===== config.mk =====
export PLATFORM = sky130hd
export DESIGN_NAME = hex_scan_driver
export DESIGN_NICKNAME = d
export VERILOG_FILES = /design/src/rtl/hex_scan_driver.sv
export SDC_FILE = /design/constraint.sdc
export NUM_CORES = 1
export LEC_CHECK = 0
export CORE_ASPECT_RATIO = 1.25
export CORE_UTILIZATION = 50
export DETAILED_ROUTE_END_ITERATION = 12
export PLACE_DENSITY = 0.75
export SYNTH_ARGS = -nofsm -noshare
export SYNTH_HDL_FRONTEND = slang
export SYNTH_SLANG_ARGS = --single-unit
export TNS_END_PERCENT = 10

===== constraint.sdc =====
create_clock -name clk -period 3.1 [get_ports clk]
set_input_delay 0.31 -clock clk [delete_from_list [all_inputs] [get_ports clk]]
set_output_delay 0.31 -clock clk [all_outputs]
set_load 0.005 [all_outputs]

===== src/rtl/hex_scan_driver.sv =====
// hex_scan_driver: time-multiplexed driver for a bank of 7-segment digits
// that share one segment bus.
//
// A prescaler sets how long each digit stays selected. The digit index steps
// once per prescaler wrap. The displayed value is held in a shadow register
// that only changes at a frame wrap, so a new value never tears mid-frame.
//
// Optional feature macro:
//   HEXSCAN_LZB_EN - leading-zero blanking. Digit i>0 goes dark when shadow
//                    nibbles i..DIGITS-1 are all zero. This is ORed with
//                    blank_mask. Digit 0 is never auto-blanked.
//
// load semantics: load is a single-cycle strobe with no back-pressure.
// value is captured on every rising edge where load=1. Loads in consecutive
// cycles overwrite each other, and the last one wins.
module hex_scan_driver #(
  parameter int DIGITS     = 4,
  parameter int SCAN_DIV   = 50000,
  parameter bit ACTIVE_LOW = 1'b1
) (
  input  logic                  clk,
  input  logic                  rst_n,
  input  logic                  load,
  input  logic [4*DIGITS-1:0]   value,
  input  logic [DIGITS-1:0]     blank_mask,
  output logic [6:0]            seg,
  output logic [DIGITS-1:0]     dig_en,
  output logic                  frame_tick
);

  localparam int IW = (DIGITS > 1) ? $clog2(DIGITS) : 1;
  localparam int PW = $clog2(SCAN_DIV);

  localparam logic [PW-1:0]     PCNT_LAST = PW'(SCAN_DIV - 1);
  localparam logic [IW-1:0]     IDX_LAST  = IW'(DIGITS - 1);
  localparam logic [6:0]        SEG_RST   = ACTIVE_LOW ? 7'b0000001 : 7'b1111110;
  localparam logic [DIGITS-1:0] DIG_ONE   = DIGITS'(1);
  localparam logic [DIGITS-1:0] DIG_RST   = ACTIVE_LOW ? ~DIG_ONE : DIG_ONE;

  // Raw active-high glyph {a,b,c,d,e,f,g} for one hex nibble.
  function automatic logic [6:0] glyph(input logic [3:0] n);
    logic [6:0] g;
    case (n)
      4'h0: g = 7'b1111110;
      4'h1: g = 7'b0110000;
      4'h2: g = 7'b1101101;
      4'h3: g = 7'b1111001;
      4'h4: g = 7'b0110011;
      4'h5: g = 7'b1011011;
      4'h6: g = 7'b1011111;
      4'h7: g = 7'b1110000;
      4'h8: g = 7'b1111111;
      4'h9: g = 7'b1111011;
      4'hA: g = 7'b1110111;
      4'hB: g = 7'b0011111;
      4'hC: g = 7'b1001110;
      4'hD: g = 7'b0111101;
      4'hE: g = 7'b1001111;
      default: g = 7'b1000111;
    endcase
    return g;
  endfunction

  logic [PW-1:0]       pcnt;
  logic [IW-1:0]       idx;
  logic [4*DIGITS-1:0] staging;
  logic [4*DIGITS-1:0] shadow;
  logic                pending;

  logic                advance;
  logic                wrap;
  logic [IW-1:0]       idx_next;
  logic [4*DIGITS-1:0] shadow_next;
  logic [3:0]          nib;
  logic                blk;
  logic [DIGITS-1:0]   onehot;
  logic [6:0]          seg_raw;
  logic [6:0]          seg_next;
  logic [DIGITS-1:0]   dig_next;
`ifdef HEXSCAN_LZB_EN
  logic [DIGITS-1:0]   lzb;
  logic                hi_zero;
`endif

  // Next index, next shadow, and the glyph that the next edge will drive.
  // seg is computed from the post-wrap shadow, so a load on the wrap edge
  // shows up on that same edge with no stale digit.
  always_comb begin
    advance     = (pcnt == PCNT_LAST);
    wrap        = advance && (idx == IDX_LAST);
    idx_next    = idx;
    if (advance) begin
      idx_next = (idx == IDX_LAST) ? '0 : idx + IW'(1);
    end

    shadow_next = shadow;
    if (wrap) begin
      if (load) begin
        shadow_next = value;
      end else if (pending) begin
        shadow_next = staging;
      end
    end

`ifdef HEXSCAN_LZB_EN
    lzb     = '0;
    hi_zero = 1'b1;
    for (int i = DIGITS - 1; i >= 1; i--) begin
      hi_zero = hi_zero && (shadow_next[4*i +: 4] == 4'h0);
      lzb[i]  = hi_zero;
    end
`endif

    nib    = 4'h0;
    blk    = 1'b0;
    onehot = '0;
    for (int i = 0; i < DIGITS; i++) begin
      if (idx_next == IW'(i)) begin
        nib       = shadow_next[4*i +: 4];
`ifdef HEXSCAN_LZB_EN
        blk       = blank_mask[i] | lzb[i];
`else
        blk       = blank_mask[i];
`endif
        onehot[i] = 1'b1;
      end
    end

    seg_raw  = blk ? 7'b0000000 : glyph(nib);
    seg_next = ACTIVE_LOW ? ~seg_raw : seg_raw;
    dig_next = ACTIVE_LOW ? ~onehot : onehot;
  end

  // Prescaler, digit index, and the registered outputs.
  always_ff @(posedge clk or negedge rst_n) begin
    if (!rst_n) begin
      pcnt       <= '0;
      idx        <= '0;
      seg        <= SEG_RST;
      dig_en     <= DIG_RST;
      frame_tick <= 1'b0;
    end else begin
      pcnt       <= advance ? '0 : pcnt + PW'(1);
      idx        <= idx_next;
      seg        <= seg_next;
      dig_en     <= dig_next;
      frame_tick <= wrap;
    end
  end

  // Double buffer: staging collects loads, and shadow commits at the frame wrap.
  always_ff @(posedge clk or negedge rst_n) begin
    if (!rst_n) begin
      staging <= '0;
      shadow  <= '0;
      pending <= 1'b0;
    end else begin
      if (load) begin
        staging <= value;
      end
      shadow <= shadow_next;
      if (wrap) begin
        pending <= 1'b0;
      end else if (load) begin
        pending <= 1'b1;
      end
    end
  end

endmodule

==> summary by stage <==
Timing
The remaining max-slew budget at the tightest pin is between 60 and 70%. The summed negative setup slack over all endpoints is 0 ns. On the final layout, the worst clock skew is 0.00844 ns.

The final-report hold violation count is 0. The final worst slack is between 0.01 and 0.015 ns. The highest clock rate is approximately 320 MHz.

In the finished design, the share of the clock period the worst path needs comes to 99.5%. For the pin with the worst max-slew slack, the measured transition is between 0.5 and 0.6 ns. Final hold analysis gives a worst-case slack of approximately 0.47 ns. The total of endpoints with negative setup slack in the final report is 0. The max-slew violation count is 0. Setup repair after global routing could not meet its margin everywhere. The worst path needs ~3.1 ns of the cycle, external delays included.

Clock tree
TritonCTS built the clock tree. The clock latency at the later pin of the worst-skew pair is roughly 0.34 ns. Clock-pin slew was measured on the worst setup and hold paths at 0.07 ns. For this design, the sink count on the clock tree is 63. The master cell of the clock root buffer is clkbuf_8. The clock passes through at most 2 buffers.

The number of CTS-inserted buffers is 9. The clock tree synthesis step divided the H-tree into 3 levels.

Global route
The via count of the first global-routing pass was approximately 2100. In the global route stage, overall resource usage came out at 20.9%. The wire length of the first global-routing pass is slightly below 10000 um. Entering global routing, the biggest net connects 28 pins.

The initial antenna violation count is 0. The sum of overflow across all layers after global routing is 0.

Floorplanning
The die covers just over 0.006 sq mm. The vertical extent of the die is 87.8 um. The initial standard-cell utilization of the core is 53.0%. After floorplanning, the core was sized to cover approximately 0.0056 sq mm. The floorplan row count is 30. Pin placement for this block handled 35 I/O pins. The width of the die is slightly above 70 um.

Hold path
In this run the most critical hold path is launched from pcnt[0]. The min-delay analysis places its worst path in the category flip-flop to flip-flop. The hold path depth is 1. The end of the worst hold path is pcnt[0].

Status
The checks that failed: design-rule violations. The flow ran to the end, but the final reports show violations.

Layout
The multi-input logic area is 0.00134 sq mm. The total of fill cells in the finished design is just under 400. The post-route core utilization is a little under three quarters.

The area of all sequential standard cells is around 0.0016 sq mm. The count of cells in the finished layout, fillers not included, comes to between 300 and 400. The fraction of layout instances using a drive strength above 1 is ~37%. The antenna diode count is 0. At the end of the flow, the number of nets in the layout was 353. The growth of design area from synthesis to finish is 34.9%.

Critical path
The path type of the worst setup path is flip-flop to flip-flop. The longest individual stage delay on the worst path is 0.59 ns. Walking the worst path, the cells encountered are or4_4 -> nor4_4 -> nand2_4 -> mux2_2 -> mux2_4 -> mux2i_4 -> ha_2 -> nand2_1 -> o2111a_1 -> a31oi_1. The depth of the most critical reg-to-reg path is 10. STA classifies the critical path startpoint as a flip-flop. The largest fanout of any net on the critical path is 6. STA puts the critical path data required time at between 3 and 4 ns. The critical path buffer and inverter count is 0. The worst register-to-register path has a setup slack of around 0.014 ns. The slowest stage of the critical path is the or4_4 cell.

In this run the critical register-to-register path is launched from pcnt[10]. The worst path arrival time is 3.34 ns. The element type at the critical path end is a flip-flop. The destination of the worst register-to-register timing path is seg[3]. The family of cells with the greatest summed delay on the critical path is simple AND/OR/NAND/NOR gates.

Power and ir drop
The power density relative to cell area is approximately 450 mW/mm^2. The relative contribution of sequential cells to total power is 48.0%. The maximum resistive drop on vdd is roughly 0.00029 V. Of the total power, combinational logic draws roughly 6.5%. The switching share of power is 20.9%. The share of total power dissipated in the clock network is between 40 and 50%.

The analysis attributes to cell leakage a power of 1.82 nW. The analysis attributes to net switching a power of around 0.00037 W. The internal cell power is between 0.001 and 0.0015 W.

Yosys
The share of synthesized area in the top cell type comes to roughly half. The post-synth design cell area is ~0.0029 sq mm. For this run, the number of Yosys warnings is 0. The synthesized flop and latch total is 63. The number of different library cells used by synthesis comes to 50. In this run the mean area of a mapped cell was 12.3 sq um. Synthesis produced a netlist whose cell count is between 200 and 250.

The sequential area share after synthesis is around 54%. Yosys attributes the largest share of cell area to dfrtp_1 (50%), mux2_2 (9.6%), dfstp_2 (3.6%). The synthesized net count is 270. The most used flip-flop cell after synthesis is dfrtp_1. The synthesized design spends more area on one cell type than any other, namely dfrtp_1.

Counting flops with a built-in enable in the synthesized netlist gives 0. The proportion of synthesized flip-flops having asynchronous set or reset is 100%.

Place
OpenSTA, run right after detailed placement, puts the worst setup slack at -0.140 ns. Routability-driven placement finished with a final weighted congestion of about 0.86. The count of buffers from port buffering is 34. The placed wire-length estimate after detailed placement is 4190 um. The number of placed instances with taps included is 360.

Detailed routing
The first routing iteration left roughly 150 violations. In the routed layout, each cell is associated on average with a via count of 5.35. The final routed wirelength across all metal layers is between 5000 and 6000 um. The routed length per instance is roughly 15 um. The remaining antenna violation count after routing is 0. The number of iterations in the first detailed-routing pass is 8.

Summing over every cut layer, the via total after detailed routing is roughly 2100. The remaining design rule violation count is 9.

Job
Max-cap violations in this run came to 0.
[cells by family after synthesis]
logic type	share of synthesized area [%]
AOI/OAI and AO/OA	8.41
DFF	53.7
muxes	13.8
xor gates and xnor gates	3.86
adders and majority gates	3.40
buffers and inverters	3.35
and+or+nand+nor	13.5
[layout make-up]
cell class	count	area share, %
repair buffers	77	17.1
well taps	64	2.01
flip-flops and latches	63	39.8
inverters	15	1.51
multi-input cells	156	33.8
clock inverters	5	2.01
clock buffers	11	3.81
[sequential cells by signal, indices dropped and copies added (netlist names)]
name	count
pending	1
staging	16
frame_tick	1
pcnt	16
dig_en	4
idx	2
shadow	16
seg	7
[power by group through the flow]
stage	combinational, W	sequential [W]	clock (W)
2_1_floorplan	0.0000431	0.000869	0
3_3_place_gp	0.000114	0.000869	0
3_5_place_dp	0.000116	0.000870	0
4_1_cts	0.000117	0.000855	0.000827
5_1_grt	0.000127	0.000856	0.000865
6_report	0.000116	0.000855	0.000809
[synthesized netlist by cell type, types with 2 or more instances]
library cell,count
a211oi_1,3
a21oi_1,2
a22o_1,2
a22oi_1,3
and3_1,4
buf_6,3
clkbuf_1,2
dfrtp_1,59
dfstp_2,4
ha_1,8
inv_1,13
mux2_2,25
mux2_4,2
mux2i_1,4
mux2i_4,2
nand2_1,19
nand3_1,12
nor2_1,17
nor2b_1,2
nor3_1,2
nor4_4,2
o21ai_0,4
o21ai_1,4
o221ai_1,3
or4_4,2
xnor2_1,9
xor2_1,4
[worst max path at each step]
stage / from / end / slack, ns / cells after the start
after CTS: pcnt[11] / seg[3] / -0.02 / 11
after global placement: pcnt[11] / seg[3] / -0.04 / 12
after floorplan: pcnt[11] / seg[3] / 0.008 / 13
after detailed placement: pcnt[11] / seg[1] / -0.14 / 10
final: pcnt[10] / seg[3] / 0.01 / 10
after global routing: pcnt[10] / seg[3] / -0.12 / 12
[per-stage QoR]
stage / area (sq um) / total power, W
2_1_floorplan: 2950 / 0.000912
3_3_place_gp: 3550 / 0.000983
3_5_place_dp: 3550 / 0.000986
4_1_cts: 3860 / 0.00180
5_1_grt: 3980 / 0.00185
6_report: 3980 / 0.00178
[timing repair]
action                     in CTS  in global routing
gates cloned                    1                  0
pin swaps                       5                 10
resized for setup               9                 18
hold buffers                    1                  0
buffers inserted                6                  7
hold endpoints to repair       25                  0
setup endpoints to repair       7                  7
[per-layer routing]
| metal | routed length, um | up-vias | global-route usage [%] |
|---|---|---|---|
| met5 | 0 | - | 0 |
| li1 | - | 999 | - |
| met1 | 2780 | 1043 | 27.5 |
| met3 | 246 | 4 | 6.56 |
| met2 | 2880 | 47 | 32.8 |
| met4 | 51 | 0 | 8.00 |
[placed cells by master (no fill, tap or decap), types with 9 or more instances in the layout]
cell type / Yosys / layout
buf_4: 0 / 38
clkbuf_8: 0 / 11
clkdlybuf4s50_1: 0 / 33
dfrtp_1: 59 / 59
inv_1: 13 / 11
mux2_2: 25 / 24
nand2_1: 19 / 18
nand3_1: 12 / 12
nor2_1: 17 / 14
xnor2_1: 9 / 9
Note: power is estimated with default switching activity, not from simulation.
